### src/rtl/mem_req_arbiter.sv
// mem_req_arbiter: round-robin arbiter for port 0 (ifetch) and port 1 (LSU) in front of single-port memory.
// Latency: accept in cycle C, memory command in C+1, response pulse one cycle after mem_done.
// Backpressure: reqN_ready pulses only in IDLE; requestors hold valid and fields until accepted.
// Optional build macro MEM_ARB_TIMEOUT_EN: bounded WAIT that answers with err=1, data 0xDEADBEEF.

module mem_req_arbiter #(
    parameter int ADDR_WIDTH = 20,
    parameter int DATA_WIDTH = 32,
    parameter int TIMEOUT    = 64
) (
    input  logic                  clk,
    input  logic                  rst,

    input  logic                  req0_valid,
    input  logic                  req0_wr,
    input  logic [ADDR_WIDTH-1:0] req0_addr,
    input  logic [DATA_WIDTH-1:0] req0_wdata,
    output logic                  req0_ready,
    output logic                  resp0_valid,
    output logic [DATA_WIDTH-1:0] resp0_data,
    output logic                  resp0_err,

    input  logic                  req1_valid,
    input  logic                  req1_wr,
    input  logic [ADDR_WIDTH-1:0] req1_addr,
    input  logic [DATA_WIDTH-1:0] req1_wdata,
    output logic                  req1_ready,
    output logic                  resp1_valid,
    output logic [DATA_WIDTH-1:0] resp1_data,
    output logic                  resp1_err,

    output logic                  mem_en,
    output logic                  mem_re,
    output logic                  mem_wr,
    output logic [ADDR_WIDTH-1:0] mem_addr,
    output logic [DATA_WIDTH-1:0] mem_wdata,
    input  logic [DATA_WIDTH-1:0] mem_rdata,
    input  logic                  mem_done
);

    typedef enum logic [1:0] {
        ST_IDLE  = 2'd0,
        ST_ISSUE = 2'd1,
        ST_WAIT  = 2'd2
    } state_t;

    state_t                r_state;
    state_t                w_state_nxt;

    // Last granted port; it is also the owner of the request in flight.
    logic                  r_last_grant;
    logic                  r_owner_wr;
    logic [ADDR_WIDTH-1:0] r_mem_addr;
    logic [DATA_WIDTH-1:0] r_mem_wdata;

    logic                  r_resp0_valid;
    logic                  r_resp1_valid;
    logic [DATA_WIDTH-1:0] r_resp0_data;
    logic [DATA_WIDTH-1:0] r_resp1_data;

    logic                  w_grant_vld;
    logic                  w_grant_port;
    logic                  w_accept;
    logic                  w_done;
    logic                  w_timeout;
    logic                  w_finish;
    logic                  w_req0_ready;
    logic                  w_req1_ready;
    logic                  w_mem_en;
    logic                  w_mem_re;
    logic                  w_mem_wr;
    logic [DATA_WIDTH-1:0] w_resp_data;

    // TIMEOUT must leave room for at least one WAIT cycle
    if (TIMEOUT < 1) begin : g_bad_timeout
        $error("mem_req_arbiter: TIMEOUT must be >= 1");
    end

    // Grant choice: the lone valid port, or on a tie the port not granted last
    always_comb begin
        w_grant_vld  = req0_valid | req1_valid;
        w_grant_port = 1'b0;
        if (req0_valid && req1_valid) begin
            w_grant_port = ~r_last_grant;
        end else if (req1_valid) begin
            w_grant_port = 1'b1;
        end
    end

`ifdef MEM_ARB_TIMEOUT_EN
    localparam int               CNT_W    = (TIMEOUT > 1) ? $clog2(TIMEOUT) : 1;
    localparam logic [CNT_W-1:0] CNT_LAST = CNT_W'(TIMEOUT - 1);

    logic [CNT_W-1:0] r_wait_cnt;
    logic             r_resp0_err;
    logic             r_resp1_err;

    // WAIT-cycle counter, held at zero outside WAIT so each WAIT entry starts from zero
    always_ff @(posedge clk or posedge rst) begin
        if (rst) begin
            r_wait_cnt <= '0;
        end else if (r_state != ST_WAIT) begin
            r_wait_cnt <= '0;
        end else if (r_wait_cnt != CNT_LAST) begin
            r_wait_cnt <= r_wait_cnt + CNT_W'(1);
        end
    end

    // Give up on the memory after TIMEOUT WAIT cycles; a done in the same cycle wins
    assign w_timeout = (r_state == ST_WAIT) && !mem_done && (r_wait_cnt == CNT_LAST);

    // Error flag rides only on a timeout response pulse
    always_ff @(posedge clk or posedge rst) begin
        if (rst) begin
            r_resp0_err <= 1'b0;
            r_resp1_err <= 1'b0;
        end else begin
            r_resp0_err <= w_timeout && !r_last_grant;
            r_resp1_err <= w_timeout &&  r_last_grant;
        end
    end

    assign resp0_err = r_resp0_err;
    assign resp1_err = r_resp1_err;
`else
    assign w_timeout = 1'b0;
    assign resp0_err = 1'b0;
    assign resp1_err = 1'b0;
`endif

    // Next state plus per-state handshake and memory command decode
    always_comb begin
        w_state_nxt  = r_state;
        w_accept     = 1'b0;
        w_done       = 1'b0;
        w_req0_ready = 1'b0;
        w_req1_ready = 1'b0;
        w_mem_en     = 1'b0;
        w_mem_re     = 1'b0;
        w_mem_wr     = 1'b0;
        case (r_state)
            ST_IDLE: begin
                if (w_grant_vld) begin
                    w_accept     = 1'b1;
                    w_req0_ready = ~w_grant_port;
                    w_req1_ready =  w_grant_port;
                    w_state_nxt  = ST_ISSUE;
                end
            end
            ST_ISSUE: begin
                w_mem_en    = 1'b1;
                w_mem_wr    =  r_owner_wr;
                w_mem_re    = ~r_owner_wr;
                w_state_nxt = ST_WAIT;
            end
            ST_WAIT: begin
                if (mem_done) begin
                    w_done      = 1'b1;
                    w_state_nxt = ST_IDLE;
                end else if (w_timeout) begin
                    w_state_nxt = ST_IDLE;
                end
            end
            default: begin
                w_state_nxt = ST_IDLE;
            end
        endcase
    end

    assign w_finish = w_done | w_timeout;

    // Response payload: read data, zero for writes, marker word on timeout
    always_comb begin
        w_resp_data = '0;
        if (w_timeout) begin
            w_resp_data = DATA_WIDTH'(32'hDEADBEEF);
        end else if (!r_owner_wr) begin
            w_resp_data = mem_rdata;
        end
    end

    // State register
    always_ff @(posedge clk or posedge rst) begin
        if (rst) begin
            r_state <= ST_IDLE;
        end else begin
            r_state <= w_state_nxt;
        end
    end

    // Capture the granted request; it stays on the memory bus until the next grant
    always_ff @(posedge clk or posedge rst) begin
        if (rst) begin
            r_last_grant <= 1'b1;
            r_owner_wr   <= 1'b0;
            r_mem_addr   <= '0;
            r_mem_wdata  <= '0;
        end else if (w_accept) begin
            r_last_grant <= w_grant_port;
            r_owner_wr   <= w_grant_port ? req1_wr    : req0_wr;
            r_mem_addr   <= w_grant_port ? req1_addr  : req0_addr;
            r_mem_wdata  <= w_grant_port ? req1_wdata : req0_wdata;
        end
    end

    // One-cycle response pulses steered to the owner of the finished request
    always_ff @(posedge clk or posedge rst) begin
        if (rst) begin
            r_resp0_valid <= 1'b0;
            r_resp1_valid <= 1'b0;
            r_resp0_data  <= '0;
            r_resp1_data  <= '0;
        end else begin
            r_resp0_valid <= 1'b0;
            r_resp1_valid <= 1'b0;
            if (w_finish) begin
                if (r_last_grant) begin
                    r_resp1_valid <= 1'b1;
                    r_resp1_data  <= w_resp_data;
                end else begin
                    r_resp0_valid <= 1'b1;
                    r_resp0_data  <= w_resp_data;
                end
            end
        end
    end

    // Ready is suppressed while reset is asserted even though IDLE decodes a grant
    assign req0_ready  = w_req0_ready & ~rst;
    assign req1_ready  = w_req1_ready & ~rst;

    assign mem_en      = w_mem_en;
    assign mem_re      = w_mem_re;
    assign mem_wr      = w_mem_wr;
    assign mem_addr    = r_mem_addr;
    assign mem_wdata   = r_mem_wdata;

    assign resp0_valid = r_resp0_valid;
    assign resp0_data  = r_resp0_data;
    assign resp1_valid = r_resp1_valid;
    assign resp1_data  = r_resp1_data;

endmodule

### config.mk
export PLATFORM = sky130hd
export DESIGN_NAME = mem_req_arbiter
export DESIGN_NICKNAME = d
export VERILOG_FILES = /design/src/rtl/mem_req_arbiter.sv
export SDC_FILE = /design/constraint.sdc
export NUM_CORES = 1
export LEC_CHECK = 0
export ABC_AREA = 0
export CAP_MARGIN = 20
export CORE_UTILIZATION = 40
export CTS_CLUSTER_DIAMETER = 50
export DETAILED_ROUTE_END_ITERATION = 6
export PLACE_DENSITY = 0.79
export RECOVER_POWER = 50
export SYNTH_ARGS = -nofsm -noshare
export SYNTH_HDL_FRONTEND = slang
export SYNTH_SLANG_ARGS = --single-unit
### constraint.sdc
create_clock -name clk -period 9.2 [get_ports clk]
set_clock_uncertainty 0.15 [all_clocks]
set_input_delay 0.92 -clock clk [delete_from_list [all_inputs] [get_ports clk]]
set_output_delay 0.92 -clock clk [all_outputs]
set_load 0.1 [all_outputs]
==> run metrics <==
status=finished, violations left; violated checks=max-capacitance violations, max-slew violations; Yosys cell types=23; Hold Vio Cnt, Final=0; count of nets after finishing=840; global-route wire length before repair=23300 µm; synthesis-stage register bit count=122; DRC errors left=0; layout cell share with drive strength beyond 1=0.2003; mean post-synth cell area=12.67 µm²; Max transition margin=-1.419; wire length per cell=~16 µm; Core Box Area=13400 µm²; FF-to-FF End=mem_wdata[31]; CTS tree=yes; Worst-Margin Slew=3629 ps; largest net degree at the start of global routing=87; r2r setup slk=5080 ps; Worst EP arrival=~4400 ps; crit-path max FO=38; vias after detailed routing=4268; Worst setup SP type=input port; Die Span Y=119.8 µm; Vias/cell=4.823; root buf cell=clkbuf_16; Die Wd=119.8 µm; CP endpoint=req0_ready; crit path kind=in2out; Tot GR Track Use=0.2111; Syn Inst Count=438; Max Cap Viol=5; Final Max Tran Viols=259; crit path launch=rst; area grow syn2layout=60.99%; part of the Yosys area used for sequential elements=0.5504; final setup fails=0; Fillers=993; clk_lat worst skew=400 ps; initial antenna violation count=0; Row Count=42; Clock Sinks=between 100 and 150; Antenna Cells=0; CTS clk-pin slew, worst paths=50 ps; vias in the first global route=between 4000 and 5000; post-CTS setup buffers=0; Min-Delay Path Class=reg2reg; hpwl dp=between 10000 and 15000 µm; Synth area leaders=dfrtp_1 (55%), mux2_4 (18%), mux2_2 (7.9%); post-layout min period=5505 ps; Antenna Violating Nets Remaining=0; die area=14350 µm²; GRT overflow=0; Critical Path RT=between 8000 and 9000 ps; Clock Tree Buf Depth=2; Cell Area, Synth=5549 µm²; setup TNS=0 ps; Worst R2R Start=r_state[1]; initial DRC count=184; drt total wl=about 14000 µm; cts repair resizes=0; TritonCTS Buffers=17; max frequency=181.7 MHz; RSZ-0062 raised after global routing=no; IO Port Bufs=265; Placer Congestion=between 0.7 and 0.8; Yosys top cell by area=dfrtp_1; Syn. warnings=0; htree depth=4; commonest non-fill, non-tap cell in the layout=clkdlybuf4s50_1; share of the synthesized area in the top cell type=0.5457; Register-to-Register Path Depth=3; Worst setup EP type=output pin; Starting Density=0.4141; drt pass-1 iters=4; commonest cells after routing, fill and taps aside=clkdlybuf4s50_1 (263), dfrtp_1 (121), mux2_4 (67); final worst path period share=0.5983; hold buffers post-CTS=0; Top Ports=approximately 270
## cells in the mapped netlist (all sizes together)
cell,n
a21bo,1
and2,1
and3,1
buf,14
clkbuf,17
conb,1
dfrtp,121
dfstp,1
inv,5
mux2,106
mux2i,1
nand2,64
nand2b,34
nand4b,1
nand4bb,1
nor2,2
nor3,1
nor4,1
o21ai,65
## flip-flops by register name, summed over array words and instances (netlist names)
register / count
r_last_grant: 1
resp1_valid: 1
mem_addr: 20
mem_wdata: 32
r_state: 2
resp1_data: 32
resp0_data: 32
r_owner_wr: 1
resp0_valid: 1
## worst max-delay path: stages
cell	delay, ps
dlygate4sd3_1	590
clkinvlp_2	1320
and3_1	610
clkdlybuf4s50_1	980
## metrics by stage
| step | cell area [µm²] | setup WS (ps) | util | cells | hold WS, ps |
|---|---|---|---|---|---|
| global placement | 8308 | 4491 | 0.6200 | 853 | 312.4 |
| floorplan | 5553 | 3570 | - | 439 | 306.9 |
| CTS | 8940 | 4451 | 0.6671 | 884 | 330.8 |
| detailed placement | 8308 | 4458 | 0.6200 | 853 | 319.6 |
| finish | 8934 | 3695 | 0.6667 | 885 | 324.4 |
| global route | 8934 | 3241 | 0.6667 | 885 | 360.5 |
## routing by layer
| layer | global-route usage | share of wire | vias to the layer above |
|---|---|---|---|
| met5 | 0 | 0 | - |
| met4 | 0.07969 | 0.018 | 0 |
| met3 | 0.06749 | 0.071 | 21 |
| met2 | 0.3757 | 0.52 | 169 |
| met1 | 0.2338 | 0.40 | 2080 |
| li1 | - | - | 1998 |
## layout make-up
type                       count  area (µm²)  area share
timing repair buffer         270        2699      0.3021
multi-input combinational    281        2308      0.2584
clock inverter                 7       110.1     0.01232
inverter                       5       20.02    0.002241
sequential                   122        3054      0.3419
clock buffer                  24       521.8     0.05840
tap                          176       220.2     0.02465
## cells by family after synthesis
kind of cell           Yosys count  synth area share
and+or+nand+nor                106           0.09087
buffers and inverters           36           0.03540
AOI/OAI and AO/OA               66           0.06043
DFF                            122            0.5504
muxes                          107            0.2622
other                            1         0.0006758
## worst min path at each step
stage	cells after the start	end	start	slack, ps
global placement	2	resp1_data[20]	resp1_data[20]	310
detailed placement	2	resp0_data[31]	resp0_data[31]	320
CTS	2	resp0_data[31]	resp0_data[31]	330
floorplan	2	r_last_grant	r_last_grant	310
finish	2	resp1_data[4]	resp1_data[4]	320
global route	2	resp0_data[15]	resp0_data[15]	360
Power is left out: the tool's default activity adds up to more than one toggle a clock period on the data nets, which glitch-free logic cannot reach.
